**src/rtl/result_bcd_converter.sv**
```systemverilog
// Sequential binary-to-BCD converter (shift-and-add-3, one bit per clock) for the ALU result bus.
// Define RESULT_BCD_SIGNED_EN to treat S as two's complement and report the sign separately.
module result_bcd_converter #(
  parameter int WIDTH  = 8,
  parameter int DIGITS = 3
) (
  input  logic                  clk,
  input  logic                  rst_n,
  input  logic                  start,
  input  logic [WIDTH-1:0]      S,
  input  logic                  Cout,
  output logic                  busy,
  output logic                  done,
  output logic [4*DIGITS-1:0]   bcd,
  output logic                  borrow_out,
  output logic                  sign
);

  localparam int CW = $clog2(WIDTH + 1);
  localparam logic [1:0] IDLE  = 2'b00;
  localparam logic [1:0] SHIFT = 2'b01;

  logic [1:0]          state;
  logic [WIDTH-1:0]    sreg;
  logic [4*DIGITS-1:0] dig, dig_adj, dig_next;
  logic [CW-1:0]       cnt;
  logic                borrow_l, sign_l;
  logic [WIDTH-1:0]    mag;
  logic                neg;

`ifdef RESULT_BCD_SIGNED_EN
  // The most negative value negates to itself, which reads correctly as an unsigned magnitude.
  assign neg = S[WIDTH-1];
  assign mag = neg ? (~S + 1'b1) : S;
`else
  assign neg = 1'b0;
  assign mag = S;
`endif

  for (genvar d = 0; d < DIGITS; d++) begin : g_adj
    assign dig_adj[4*d +: 4] = (dig[4*d +: 4] >= 4'd5) ? dig[4*d +: 4] + 4'd3 : dig[4*d +: 4];
  end

  assign dig_next = {dig_adj[4*DIGITS-2:0], sreg[WIDTH-1]};
  assign busy     = (state == SHIFT);

  always_ff @(posedge clk or negedge rst_n) begin
    if (!rst_n) begin
      state      <= IDLE;
      sreg       <= '0;
      dig        <= '0;
      cnt        <= '0;
      borrow_l   <= 1'b0;
      sign_l     <= 1'b0;
      done       <= 1'b0;
      bcd        <= '0;
      borrow_out <= 1'b0;
      sign       <= 1'b0;
    end else begin
      done <= 1'b0;
      case (state)
        IDLE: begin
          if (start) begin
            sreg     <= mag;
            borrow_l <= Cout;
            sign_l   <= neg;
            dig      <= '0;
            cnt      <= WIDTH[CW-1:0];
            state    <= SHIFT;
          end
        end
        SHIFT: begin
          dig  <= dig_next;
          sreg <= sreg << 1;
          cnt  <= cnt - 1'b1;
          // Final shift: publish results directly from the combinational next value.
          if (cnt == CW'(1)) begin
            bcd        <= dig_next;
            borrow_out <= borrow_l;
            sign       <= sign_l;
            done       <= 1'b1;
            state      <= IDLE;
          end
        end
        default: state <= IDLE;
      endcase
    end
  end

endmodule

```
**config.mk**
```make
export PLATFORM = sky130hd
export DESIGN_NAME = result_bcd_converter
export DESIGN_NICKNAME = d
export VERILOG_FILES = /design/src/rtl/result_bcd_converter.sv
export SDC_FILE = /design/constraint.sdc
export NUM_CORES = 1
export LEC_CHECK = 0
export CORE_ASPECT_RATIO = 1.75
export CORE_MARGIN = 2
export CORE_UTILIZATION = 49
export CTS_CLUSTER_DIAMETER = 120
export DETAILED_ROUTE_END_ITERATION = 16
export DONT_BUFFER_PORTS = 1
export PLACE_DENSITY_LB_ADDON = 0.08
export SETUP_SLACK_MARGIN = 0.02
export SLEW_MARGIN = 5
export SYNTH_ARGS = -nofsm -noshare
export SYNTH_HDL_FRONTEND = slang
export SYNTH_SLANG_ARGS = --single-unit
```
**constraint.sdc**
```tcl
create_clock -name clk -period 3.8 [get_ports clk]
set_clock_uncertainty 0.15 [all_clocks]
set_input_delay 0.76 -clock clk [delete_from_list [all_inputs] [get_ports clk]]
set_output_delay 0.76 -clock clk [all_outputs]
set_load 0.03 [all_outputs]
```
==> out/metrics.yaml <==
layout.nets: 199
syn-num-nets: 201
hold_slack_ns: 0.147
syn_area_per_cell_sq_um: 10.9
slowest_delay_ns: 0.45
fin_crit_ns: 2.04
cts.sink_count: 40
cts_root_buf: "clkbuf_8"
hold_class: "primary input to async pin"
critPathLaunchType: "register"
gr-total-overflow: 0
required_ns: 2.89
synth-seq-cells: 40
cts_inserted_buffers: 5
rrSetupSlack_ns: 2.04
fmax_mhz: 489
syn_to_final_growth_pct: 5.82
dr.pass1.iters: 4
clk_pin_slew_ns: 0.08
grt_max_degree: 46
grt_pass1_wl_microns: 5740
cts_max_level: 2
die_w_microns: 52.0
wire_per_inst_microns: 14.8
drv_cap: 0
crit_slowest_cell: "buf_4"
totalWireLength_microns: 3380
synth_area_sq_um: 1980
antenna_found_initial: 0
ant_nets: 0
powerDensity_nw_per_um2: 907
clkLatencyLatePin_ns: 0.28
synth_cell_type_count: 29
met3_usage_pct: 4.95
synth_seq_area_share_pct: 50.6
groute.layer.met1.usage_pct: 21.3
yosys_warnings: 0
gp_congestion: 0.753
antennaDiodeCount: 0
dpl.hpwl_microns: 2330
first_global_vias: 1206
seq_area_sq_um: 1000
r2r_cells: 5
pin_count: 28
drive_above_1_share_pct: 11.7
met2_usage_pct: 27.5
io_buffers: 0
power_leakage_uw: 0.00101
track_usage_pct: 17.1
cp_max_fo: 45
row_count: 30
status: "complete, no violations"
fp.dieH_microns: 88.1
crit_chain: "buf_4"
finalHoldViolations: 0
cts_tree: "built"
hold_buffers: 0
floorplan.initialDensity_pct: 51.2
top_usage_layer: "met2"
fillers: 360
core_sq_um: 3870
worst-path-buf-inv: 1
setup_violations: 0
drtIter0Drc: 43
fin_crit_sh_pct: 53.8
cts_resized: 0
clockBufferDepth: 2
synth_cells: 181
rsz0062_at_grt: "false"
critPathKind: "register to output port"
ir_drop_mv: 0.395
tightest_slew_ns: 0.528
timing.rr.end: "bcd[6]"
drc: 0
cts_setup_buffers: 0
cpLargestDelayFamily: "buffers and inverters"
slew_violations: 0
relSlewSlack_pct: 64.8
finalSetupTns_ns: 0
design.die.area_sq_um: 4580
crit_path_end_kind: "output port"
timing.rr.start: "cnt[1]"
vias_per_cell: 5.41
multi_input_area_sq_um: 881
vias: 1234
cp.arrival_ns: 1.13
==> cells in the mapped netlist, drive strengths merged <==
library cell  count  area share, %
a21o              7            2.7
a21oi             8            2.6
a31oi             1           0.32
a32o              1           0.51
buf               8            2.6
clkbuf            3           0.57
conb              1           0.19
dfrtp            40             51
ha                8            5.1
inv               9            1.7
mux2              6            4.4
mux2i            16            8.1
nand2            22            4.2
nand2b           10            3.2
nand4bb           1            1.4
nor2              5           0.95
nor2b             1           0.32
nor3              5            1.3
nor3b             7            2.7
o21ai            15            3.8
o31ai             2           0.76
xnor2             4            1.8
xor2              1           0.44
==> cell families after synthesis <==
group,synth area share [%]
AND/OR/NAND/NOR,13.9
flip-flops,50.6
AO/OA/AOI/OAI,10.7
multiplexers,12.5
buffers and inverters,4.87
adder cells (fa/ha/maj),5.06
XOR/XNOR,2.21
other,0.190
==> registers in the layout, summed over array words and instances, names as in the netlist <==
signal and count:
bcd 12, borrow_l 1, borrow_out 1, cnt 4
dig 12, done 1, sreg 8, state 1
==> through the flow <==
stage                     instances  area (sq um)  worst slack [ns]  power (uW)  util (%)
after floorplan                 181          1980              2.14        1510         -
after global placement          219          1980              2.07        1620      51.3
after detailed placement        219          1980              2.03        1650      51.3
after CTS                       227          2070              1.73        1920      53.4
after global routing            228          2090              1.67        2070      54.1
final                           228          2090              1.76        1900      54.1
==> cell type report <==
cell class              count  area share (%)
multi-input cells         121            42.1
clock buffers               7            3.65
inverters                   9            1.61
clock inverters             1           0.239
well taps                  48            2.87
flip-flops and latches     40            47.9
repair buffers              2            1.67
==> per-layer routing <==
metal,vias up,routed length (microns)
met1,602,1430
met4,0,61
li1,600,-
met5,-,0
met3,6,162
met2,26,1730
==> worst max-delay path by stage <==
stage             start  slack (ns)       end  depth (start not counted)
2_1_floorplan     start        2.14  borrow_l                          3
3_3_place_gp   state[0]        2.07      busy                          1
3_5_place_dp     cnt[1]        2.03    bcd[6]                          5
4_1_cts        state[0]        1.73      busy                          1
5_1_grt        state[0]        1.67      busy                          1
6_report       state[0]        1.76      busy                          1
==> where the power goes <==
group          internal [uW]  switching (uW)
clock network            129             135
registers                617             277
logic                    366             375
==> placed cells by master, fill, tap and decap left out <==
cell type  instances
a21o_1             6
xor2_1             1
a31oi_1            1
a21oi_2            3
inv_2              1
a21oi_1            5
conb_1             1
buf_16             1
nand2_1           22
nand4bb_4          1
dfrtp_1           39
mux2_2             1
xnor2_1            4
a21o_2             1
inv_1              8
clkbuf_8           5
nor3b_1            7
o21ai_0           15
clkbuf_1           2
dfrtp_2            1
ha_1               8
nand2b_1          10
nor2b_1            1
nor2_1             5
buf_4              1
mux2i_1           16
mux2_4             5
nor3_1             5
clkinv_2           1
a32o_1             1
o31ai_1            2
Note: power is estimated with default switching activity, not from simulation.
